===== config.mk =====
export PLATFORM = sky130hd
export DESIGN_NAME = program_loader
export DESIGN_NICKNAME = d
export VERILOG_FILES = /design/src/rtl/loader_pkg.sv /design/src/rtl/loader_word_assembler.sv /design/src/rtl/program_loader.sv
export SDC_FILE = /design/constraint.sdc
export NUM_CORES = 1
export LEC_CHECK = 0
export CAP_MARGIN = 20
export CORE_MARGIN = 3
export CORE_UTILIZATION = 35
export DETAILED_ROUTE_END_ITERATION = 10
export GPL_ROUTABILITY_DRIVEN = 0
export PLACE_DENSITY = 0.57
export SLEW_MARGIN = 20
export SYNTH_ARGS = -nofsm -noshare
export SYNTH_HDL_FRONTEND = slang
export SYNTH_HIERARCHICAL = 1
export SYNTH_SLANG_ARGS = --single-unit

===== constraint.sdc =====
create_clock -name clk -period 3.76 [get_ports clk]
set_input_delay 0.752 -clock clk [delete_from_list [all_inputs] [get_ports clk]]
set_output_delay 0.752 -clock clk [all_outputs]
set_load 0.05 [all_outputs]

===== src/rtl/loader_pkg.sv =====
// rtl/loader_pkg.sv - shared constants for the program loader
//
// Purpose: FSM state encoding, header width and word geometry shared by
//          program_loader and loader_word_assembler.
// Ports:   none (package).

package loader_pkg;

  // Header carries a 16-bit word count, sent most significant byte first.
  localparam int HDR_WIDTH      = 16;

  // Each instruction word arrives as 4 bytes, most significant byte first.
  localparam int BYTES_PER_WORD = 4;
  localparam int BYTE_CNT_W     = $clog2(BYTES_PER_WORD);
  localparam int WORD_BITS      = BYTES_PER_WORD * 8;

  typedef logic [2:0] state_t;

  localparam logic [2:0] S_IDLE    = 3'd0;
  localparam logic [2:0] S_HDR_HI  = 3'd1;
  localparam logic [2:0] S_HDR_LO  = 3'd2;
  localparam logic [2:0] S_COLLECT = 3'd3;
  localparam logic [2:0] S_WRITE   = 3'd4;
  localparam logic [2:0] S_DONE    = 3'd5;
  localparam logic [2:0] S_ERROR   = 3'd6;

  // A new load may only begin from a resting state.
  function automatic logic is_resting(input state_t s);
    return (s == S_IDLE) || (s == S_DONE) || (s == S_ERROR);
  endfunction

  // States in which a load is in progress.
  function automatic logic is_busy(input state_t s);
    return (s == S_HDR_HI) || (s == S_HDR_LO) || (s == S_COLLECT) || (s == S_WRITE);
  endfunction

endpackage


===== src/rtl/loader_word_assembler.sv =====
// rtl/loader_word_assembler.sv - byte-to-word shift register with byte counter
//
// Purpose: shifts accepted bytes into a word, MSB first, and flags the byte
//          that completes a word.
// Ports:
//   clk, reset      - clock, asynchronous active-low reset
//   clear           - synchronous clear of the shift register and byte counter
//   shift_en        - a byte is accepted this cycle
//   byte_data       - the accepted byte
//   assembled       - the word as it will be once byte_data is shifted in
//   last_byte       - shift_en on the final byte of a word

module loader_word_assembler
  import loader_pkg::*;
(
  input  logic                 clk,
  input  logic                 reset,
  input  logic                 clear,
  input  logic                 shift_en,
  input  logic [7:0]           byte_data,
  output logic [WORD_BITS-1:0] assembled,
  output logic                 last_byte
);

  logic [WORD_BITS-1:0]  shift_q;
  logic [BYTE_CNT_W-1:0] byte_count;

  // Exposing the post-shift value lets the FSM capture a complete word on
  // the same edge that accepts its last byte.
  assign assembled = {shift_q[WORD_BITS-9:0], byte_data};
  assign last_byte = shift_en && (byte_count == BYTE_CNT_W'(BYTES_PER_WORD - 1));

  always_ff @(posedge clk or negedge reset) begin
    if (!reset) begin
      shift_q    <= '0;
      byte_count <= '0;
    end else if (clear) begin
      shift_q    <= '0;
      byte_count <= '0;
    end else if (shift_en) begin
      shift_q    <= assembled;
      // Counter width matches bytes-per-word, so it wraps 3 -> 0 naturally.
      byte_count <= byte_count + 1'b1;
    end
  end

endmodule


===== src/rtl/program_loader.sv =====
// rtl/program_loader.sv - byte-stream program loader writing words to memory
//
// Purpose: reads a 16-bit word count header followed by count 4-byte words
//          from a byte stream and writes each word to program memory at
//          consecutive word addresses starting at BASE_ADDRESS.
// Ports:
//   clk, reset          - clock, asynchronous active-low reset
//   start               - one-cycle load request (ignored while busy)
//   abort               - synchronous return to idle, highest priority
//   byte_valid/data     - incoming byte stream
//   byte_ready          - loader accepts a byte this cycle
//   mem_write           - program-memory write strobe
//   mem_address         - byte address of the write
//   mem_write_data      - instruction word
//   busy, done, error   - load in progress / completed / header rejected

module program_loader
  import loader_pkg::*;
#(
  parameter int                    MEMORY_DEPTH = 32,
  parameter int                    DATA_WIDTH   = 32,
  parameter logic [DATA_WIDTH-1:0] BASE_ADDRESS = '0
) (
  input  logic                  clk,
  input  logic                  reset,
  input  logic                  start,
  input  logic                  abort,
  input  logic                  byte_valid,
  input  logic [7:0]            byte_data,
  output logic                  byte_ready,
  output logic                  mem_write,
  output logic [DATA_WIDTH-1:0] mem_address,
  output logic [DATA_WIDTH-1:0] mem_write_data,
  output logic                  busy,
  output logic                  done,
  output logic                  error
);

  state_t               state;
  logic [7:0]           hdr_hi;
  logic [HDR_WIDTH-1:0] word_count;
  logic [HDR_WIDTH-1:0] word_index;
  logic [HDR_WIDTH-1:0] next_index;
  logic [HDR_WIDTH-1:0] hdr_count;

  logic                 accept;
  logic                 start_ok;
  logic                 asm_clear;
  logic                 asm_shift;
  logic                 asm_last;
  logic [WORD_BITS-1:0] asm_word;

  // Handshake outputs are pure functions of state, never of byte_valid.
  assign byte_ready = (state == S_HDR_HI) || (state == S_HDR_LO) || (state == S_COLLECT);
  assign mem_write  = (state == S_WRITE);
  assign busy       = is_busy(state);
  assign done       = (state == S_DONE);
  assign error      = (state == S_ERROR);

  assign accept     = byte_ready && byte_valid;
  assign start_ok   = start && is_resting(state);
  assign hdr_count  = {hdr_hi, byte_data};
  assign next_index = word_index + 1'b1;

  // Abort drops any partially shifted word so it can never be written.
  assign asm_clear  = abort || start_ok;
  assign asm_shift  = accept && (state == S_COLLECT);

  loader_word_assembler u_assembler (
    .clk       (clk),
    .reset     (reset),
    .clear     (asm_clear),
    .shift_en  (asm_shift),
    .byte_data (byte_data),
    .assembled (asm_word),
    .last_byte (asm_last)
  );

  always_ff @(posedge clk or negedge reset) begin
    if (!reset) begin
      state          <= S_IDLE;
      hdr_hi         <= '0;
      word_count     <= '0;
      word_index     <= '0;
      mem_address    <= '0;
      mem_write_data <= '0;
    end else if (abort) begin
      state <= S_IDLE;
    end else begin
      case (state)
        S_IDLE, S_DONE, S_ERROR: begin
          if (start) begin
            state      <= S_HDR_HI;
            hdr_hi     <= '0;
            word_count <= '0;
            word_index <= '0;
          end
        end

        S_HDR_HI: begin
          if (accept) begin
            hdr_hi <= byte_data;
            state  <= S_HDR_LO;
          end
        end

        S_HDR_LO: begin
          if (accept) begin
            word_count <= hdr_count;
            if ((hdr_count == '0) || (int'(hdr_count) > MEMORY_DEPTH)) begin
              state <= S_ERROR;
            end else begin
              state <= S_COLLECT;
            end
          end
        end

        S_COLLECT: begin
          // Address and data are registered here and held until the next
          // word, so they stay stable whenever mem_write is low.
          if (asm_last) begin
            mem_write_data <= DATA_WIDTH'(asm_word);
            mem_address    <= BASE_ADDRESS
                              + DATA_WIDTH'(word_index) * DATA_WIDTH'(BYTES_PER_WORD);
            state          <= S_WRITE;
          end
        end

        S_WRITE: begin
          word_index <= next_index;
          if (next_index == word_count) begin
            state <= S_DONE;
          end else begin
            state <= S_COLLECT;
          end
        end

        default: state <= S_IDLE;
      endcase
    end
  end

endmodule

==> run summary, run 1 <==
The run finished with clean final reports. The fraction of registers with async set or reset after synthesis is 100%, and the global-route congestion overflow total is 0. For this run, the share of the core covered by cells in the final layout is 43.5%.

In this run the static leakage power is 3.26 nW. The most used flip-flop cell after synthesis is sky130_fd_sc_hd__dfrtp_1. The number of register bits inferred by synthesis was 117; the initial antenna violation count was 0. The shortest clock period the worst path allows after layout was 3180 ps; the count of pins over their slew limit was 0. The relative area change from synthesis to final layout came out at 21.0%.

The mean instance size in the synthesized netlist was 10.9 um2. The startpoint-to-endpoint class of the critical path is reg2out. Counting flops with a built-in enable in the synthesized netlist gives 0. Buffers inserted to repair hold after CTS numbered 0. The class of the worst hold path is in2async. Final-layout fill cell count: 1533.

Entering global routing, the biggest net connects 63 pins. The max-cap violation count is 0, and the count of endpoints failing hold in the final timing report is 0. The share of the clock period used by the worst path after layout works out to 84.5%. In this run, distinct cell masters in the synthesized netlist total 58.

The post-detailed-route wirelength per cell works out to 15.3 um. STA classifies the critical path startpoint as a flop. The floorplan step defined a die boundary enclosing 18700 um2. The repair_antennas step left the layout with diodes totalling 0. The core box area was 16600 um2; the total track usage was 14.4%.

After technology mapping, the gate count stands at 550. Post-CTS resize count: 0. The DRC violations left was 0; the power density normalized to cell area was 556 nW/um2. In this run the vertical extent of the chip is 137 um. In this run the remaining antenna-violating nets after routing total 0. For the number of global-route vias before repair, the log shows 4040. In this run the tool buffered the top-level ports with 65 buffer cells. Of the cells placed in the final design, the portion with a size suffix greater than 1 is 17.1%. The logs give 2430 ps for the arrival time at the worst endpoint and 3010 ps for the worst path required time. The first global-routing pass estimated 21000 um of wire.

The peak per-stage delay on the critical path was 850 ps. The worst hold slack was 424 ps; the number of levels in the clock H-tree was 4. The ratio of routed vias to standard cells is 4.91. TritonCTS built the clock tree. Sequential elements use 48.9% of the synthesized area.

The clock network latency to the later pin of the worst-skew pair was 410 ps. The library cells used most frequently in the layout, excluding fill and tap cells, are sky130_fd_sc_hd__dfrtp_1, sky130_fd_sc_hd__clkdlybuf4s50_1, sky130_fd_sc_hd__mux2i_1, sky130_fd_sc_hd__nor2_1, sky130_fd_sc_hd__mux2_2. Along the worst path, the maximum fanout reaches 15. After clock tree synthesis, the setup repair step added 0 buffers. Highest-delay cell along the critical path: sky130_fd_sc_hd__clkdlybuf4s50_1. For the pin with the worst max-slew slack, the measured transition is 895 ps.

The tools report the total wire length as 12700 um. For the worst slack at placement, the log shows 723 ps. Setup violations remaining at the end of the flow were counted as 0.

After the last flow step, the layout net total stands at 611. The via count was 4068. Kind of cell with the highest combined delay on the critical path: buffers and inverters. CTS placed an instance of sky130_fd_sc_hd__clkbuf_16 at the clock tree root. For this configuration, the core starts out at a cell density of 35.9%. In this run the count of I/O pins placed on the die edge is 82. Register clock-pin slew on the reported worst setup and hold paths: 60 ps.

Summed over all failing endpoints, the final setup total negative slack is 0 ps. The tools report the largest voltage drop on the vdd net as 0.000316 V. The maximum number of buffers from clock root to sink came out at 2. Derived from the worst setup path, the maximum achievable clock frequency is 315 MHz. The tools report the number of warnings printed during yosys synthesis as 6.

The library cell used most frequently in the layout, excluding fill and tap cells, is sky130_fd_sc_hd__dfrtp_1. The final HPWL from detailed placement is 8720 um. Traced cell by cell, the critical path runs through inv_1 -> nor3_1 -> clkdlybuf4s50_1. The total CTS buffers is 17, and the final setup slack of the worst path is 583 ps.

Headroom to the max-slew limit came out at 40.3%. The clock arrives with 5.07 ps of skew. The detailed router finished its first iteration with 305 violations.

For the cell row count, the log shows 47. Setup repair after global routing left no endpoint under its margin. Counting every sink on the clock net gives 117.

The first detailed-routing pass ran for 4 iterations. Together, buffers and inverters on the worst path number 2. Critical path endpoint category: an output port. For the mapped cell area, the log shows 5980 um2. The overall die width works out to 137 um.
[cells in the mapped netlist, types with 7 or more instances]
master	n	area [um2]
sky130_fd_sc_hd__nand2_1	39	146
sky130_fd_sc_hd__o21ai_1	11	55.1
sky130_fd_sc_hd__xnor2_1	15	131
sky130_fd_sc_hd__buf_4	26	195
sky130_fd_sc_hd__buf_6	8	90.1
sky130_fd_sc_hd__nor3_1	7	35.0
sky130_fd_sc_hd__nand2b_1	8	50.1
sky130_fd_sc_hd__o21ai_0	21	105
sky130_fd_sc_hd__mux2_2	47	529
sky130_fd_sc_hd__mux2i_1	49	490
sky130_fd_sc_hd__inv_1	30	113
sky130_fd_sc_hd__nand4_1	11	68.8
sky130_fd_sc_hd__nor2_1	48	180
sky130_fd_sc_hd__buf_2	18	90.1
sky130_fd_sc_hd__dfrtp_1	117	2930
sky130_fd_sc_hd__a21oi_1	10	50.1
[power breakdown]
group / internal, mW / switching, mW / total, mW
Clock: 1.17 / 0.581 / 1.75
Sequential: 1.36 / 0.124 / 1.49
Combinational: 0.296 / 0.487 / 0.783
Total: 2.83 / 1.19 / 4.02
[stage by stage]
step           total power, mW  cells  instance area (um2)
2_1_floorplan             2.13    565                 6040
4_1_cts                   4.08    829                 7230
5_1_grt                   4.23    829                 7240
3_5_place_dp              2.30    797                 6590
6_report                  4.02    829                 7240
3_3_place_gp              2.27    797                 6590
[registers in the layout, summed over array words and instances, names as in the netlist]
register                flops
state                       3
word_count                 16
word_index                 16
mem_write_data             32
mem_address                16
hdr_hi                      8
u_assembler/shift_q        24
u_assembler/byte_count      2
[routing by layer]
metal / track usage [%] / wire, um / vias up / part of all wire [%]
li1: - / - / 1965 / -
met1: 18.2 / 5640 / 1980 / 45
met2: 22.8 / 5990 / 106 / 47
met3: 5.33 / 825 / 17 / 6.5
met4: 5.43 / 212 / 0 / 1.7
met5: 0 / 0 / - / 0
[path summary, 6_finish.rpt]
kind                       slack, ps  cells past startpoint                   startpoint                       endpoint
hold / removal                   420                      1                        reset           state[2]$_DFFE_PN0P_
min in group clk                 490                      2  mem_address[14]$_DFFE_PN0P_    mem_address[14]$_DFFE_PN0P_
max in group asynchronous       2560                      2                        reset  mem_write_data[1]$_DFFE_PN0P_
setup reg to reg                1020                      9         state[2]$_DFFE_PN0P_     word_index[10]$_DFFE_PN0P_
setup / recovery                 580                      3         state[2]$_DFFE_PN0P_                      mem_write
hold reg to reg                  490                      2  mem_address[14]$_DFFE_PN0P_    mem_address[14]$_DFFE_PN0P_
[worst register-to-register path, cell delays in order (launching register included)]
cell,delay (ps)
sky130_fd_sc_hd__dfrtp_1,550
sky130_fd_sc_hd__inv_1,280
sky130_fd_sc_hd__nand2_1,170
sky130_fd_sc_hd__nor3_2,180
sky130_fd_sc_hd__and2_1,230
sky130_fd_sc_hd__nand2b_1,70
sky130_fd_sc_hd__a31oi_1,250
sky130_fd_sc_hd__nand3_2,380
sky130_fd_sc_hd__or3_1,480
sky130_fd_sc_hd__o21ai_0,70
[final cells by class]
cell class / count / area, um2 / share of cell area (%)
Sequential cell: 117 / 2930 / 40.5
Multi-Input combinational cell: 360 / 2570 / 35.5
Timing Repair Buffer: 70 / 711 / 9.82
Clock buffer: 19 / 433 / 5.98
Tap cell: 220 / 275 / 3.80
Clock inverter: 13 / 206 / 2.85
Inverter: 30 / 113 / 1.56
[kinds of logic (layout without fill, tap and decap cells)]
kind of cell / Yosys count / count (layout) / synth area share, %
AOI/OAI and AO/OA: 72 / 72 / 7.80
xor gates and xnor gates: 21 / 21 / 3.07
adders and majority gates: 2 / 2 / 0.418
buffers and inverters: 88 / 132 / 9.25
DFF: 117 / 117 / 48.9
muxes: 96 / 96 / 17.0
other: 1 / 16 / 0.0627
and+or+nand+nor: 153 / 153 / 13.4
Power figures use the tool's default switching activity.
==> run 2, diff against run 1 <==
--- a/config.mk
+++ b/config.mk
@@ -10,7 +10,7 @@
 export CORE_UTILIZATION = 35
 export DETAILED_ROUTE_END_ITERATION = 10
 export GPL_ROUTABILITY_DRIVEN = 0
-export PLACE_DENSITY = 0.57
+export PLACE_DENSITY = 0.59
 export SLEW_MARGIN = 20
 export SYNTH_ARGS = -nofsm -noshare
 export SYNTH_HDL_FRONTEND = slang
==> constraint.sdc (replaced) <==
create_clock -name clk -period 2.7 [get_ports clk]
set_input_delay 0.54 -clock clk [delete_from_list [all_inputs] [get_ports clk]]
set_output_delay 0.54 -clock clk [all_outputs]
set_load 0.05 [all_outputs]
==> run 2 against run 1 <==
Net effect:
- first-iteration DRC count is 27% lower
- hold slack worse by 210 ps
- critical path depth is 8 higher
- clock-buffer cell count is 3 higher
- sequential share of layout area is 0.77 points lower
- global-route usage is 0.81 points higher
- sequential cell count stayed put
==> run summary, run 2 (synthesized netlist as in run 1, its figures left out) <==
The flow ran to the end, and the final reports show no timing, DRC or antenna violations. At the placement stage, the worst setup path has a slack of 25.1 ps. The maximum achievable frequency was 425 MHz; the worst path required time was 3040 ps.

The tools report the cell row count as 47. After layout, the worst setup slack is 347 ps. The first TritonRoute pass finished after 4 iterations. Hold timing on the final database bottoms out at a slack of 209 ps.

The clock network latency to the later pin of the worst-skew pair is 420 ps, and the area occupied by multi-input gates is 2570 um2. The DRC violations left is 0. Most common cell after layout, fill and taps aside: sky130_fd_sc_hd__dfrtp_1. The placed instance area came out at 6740 um2.

Traced cell by cell, the critical path runs through inv_1 -> nand2_1 -> nor3_2 -> and2_1 -> nand2b_1 -> a31oi_1 -> nand3_2 -> buf_4 -> a31oi_1 -> o21ai_1 -> o21ai_1. TritonCTS built the clock tree. The worst-case IR drop observed on VDD is 0.000487 V. Counting along the longest clock path gives a buffer depth of 2. In this run, post-CTS hold repair placed 0 buffers. In this run the worst path has a maximum fanout of 12.

For the total I/O pin count, the log shows 82. In this run, post-CTS repair resized a total of 0 instances. The tools report the tightest slew margin relative to the limit as 48.8%. The slowest stage of the critical path is the sky130_fd_sc_hd__dfrtp_1 cell.

The tools report the final-layout fill cell count as 1547. The end-of-flow core utilization came out at 44.3%. The clock drives 117 sinks. The critical path endpoint category is a flop.

Class of the worst hold path: in2async. In this run, CTS created clock tree buffers numbering 17. The die covers 18700 um2. The initial cell density of the core is 35.9%. The detail route stage leaves a number of antenna-violating nets equal to 0. The first global-routing pass estimated 22100 um of wire. Post-CTS timing repair inserted 0 buffers for setup. Relative area change from synthesis to final layout: 23.3%. The tools report the core box area as 16600 um2. On the worst path, the slowest cell contributes a delay of 380 ps. In this run, the number of DRC markers left after iteration 0 of detailed routing was 224. After layout, the worst path uses 87.2% of the clock period. Count of pins over their slew limit: 0. CTS built an H-tree with a depth of 4.

For this block, the via count after detailed routing is 4211. More flip-flops sit in one register than any other, and that register is mem_write_data. In the layout the commonest cells are sky130_fd_sc_hd__dfrtp_1, sky130_fd_sc_hd__clkdlybuf4s50_1, sky130_fd_sc_hd__mux2i_1, sky130_fd_sc_hd__nor2_1, sky130_fd_sc_hd__mux2_2. Ratio of routed vias to standard cells: 4.97.

Setup repair after global routing left no endpoint under its margin. Dividing the detail-routed wire length by the instance count gives 15.8 um. The logs give 0 for the count of endpoints failing hold in the final timing report and 8.99 ps for the largest clock skew in the final design. The maximum number of pins on one net before global-route repair is 58, and the global-route congestion overflow total is 0. Buffers placed on the I/O ports in this run total 65.

The initial antenna violation count is 0. 0 antenna diodes ended up in the layout. Measured along the y axis, the die boundary spans 137 um.

The flip-flop count of the largest register, all copies and words added was 32; the standby leakage power was 3.36 nW. The floorplan step set the die width to 137 um. The final HPWL from detailed placement came out at 9360 um. The total negative slack was 0 ps; the slew at the pin closest to its max-slew limit was 768 ps.

The number of global-route vias before repair is 4273, and the total wire length is 13400 um. Counting cells, the worst reg-to-reg path comes to 11. Setup violations remaining at the end of the flow were counted as 0. The largest registers in the layout are mem_write_data (32), u_assembler/shift_q (24). The worst setup path is launched from a flop. Across the run, the number of max-cap violations was 0. The tools report the master cell of the clock root buffer as sky130_fd_sc_hd__clkbuf_16. The total track usage is 15.3%. Data on the critical path arrives at its endpoint at 2690 ps. In the final design database the tool counted 631 nets. After clock tree synthesis, the clock-pin slew on the worst setup and hold paths is 50 ps. Cells with a size suffix above 1 make up 20.3% of the layout. Final design instance area without fill: 7380 um2. For this design the ratio of total power to cell area is 760 nW/um2. The shortest clock period the worst path allows after layout works out to 2350 ps. The startpoint-to-endpoint class of the critical path was reg2reg. Summing all flip-flop and latch instances after layout gives 2930 um2.
[run 2: cell types whose count changed in the layout (fill, tap and decap cells not counted)]
cell,delta
sky130_fd_sc_hd__buf_4,+24
sky130_fd_sc_hd__clkdlybuf4s50_1,-5
sky130_fd_sc_hd__clkbuf_8,+4
sky130_fd_sc_hd__clkinv_4,-3
sky130_fd_sc_hd__clkinv_2,-2
sky130_fd_sc_hd__buf_12,+1
sky130_fd_sc_hd__bufinv_16,-1
sky130_fd_sc_hd__clkbuf_1,-1
sky130_fd_sc_hd__clkinvlp_4,+1
sky130_fd_sc_hd__nor2_1,+1
sky130_fd_sc_hd__nor2_2,-1
[run 2: layer usage]
| metal | wire length [um] | share of wire, % | global-route usage, % | vias to the layer above |
|---|---|---|---|---|
| li1 | - | - | - | 1997 |
| met1 | 6100 | 46 | 19.7 | 2084 |
| met2 | 6270 | 47 | 23.8 | 105 |
| met3 | 671 | 5.0 | 4.67 | 25 |
| met4 | 314 | 2.3 | 6.61 | 0 |
| met5 | 0 | 0 | 0 | - |
[run 2: power breakdown]
group	total, mW	internal [mW]	switching, mW	leakage [nW]
logic	1.19	0.448	0.740	1.43
registers	2.02	1.90	0.124	1.63
clock network	2.39	1.63	0.766	0.300
total	5.61	3.98	1.63	3.36
[run 2: worst paths after layout]
kind                                              from                             to  slack (ps)
max                               state[2]$_DFFE_PN0P_     word_index[14]$_DFFE_PN0P_         350
min                                              reset     mem_address[2]$_DFFE_PN0P_         210
max reg2reg                       state[2]$_DFFE_PN0P_     word_index[14]$_DFFE_PN0P_         350
min reg2reg                mem_address[14]$_DFFE_PN0P_    mem_address[14]$_DFFE_PN0P_         500
max in group asynchronous                        reset  mem_write_data[2]$_DFFE_PN0P_        1840
min in group clk           mem_address[14]$_DFFE_PN0P_    mem_address[14]$_DFFE_PN0P_         500
[run 2: through the flow]
stage | total power, mW | instances
after global routing | 5.89 | 847
after floorplan | 2.97 | 565
after CTS | 5.68 | 847
final | 5.61 | 847
after detailed placement | 3.25 | 817
after global placement | 3.22 | 817
[run 2: area by class of cell]
class,instances,area share [%]
flip-flops and latches,117,39.7
multi-input cells,360,34.8
repair buffers,90,11.7
clock buffers,22,6.56
inverters,30,1.53
well taps,220,3.73
clock inverters,8,2.00
[run 2: critical path: cells and delay by family (launching register included)]
kind                   cells  cell delay [ps]
buffers and inverters      2              460
DFF                        1              380
and+or+nand+nor            5              880
AOI/OAI and AO/OA          4              560
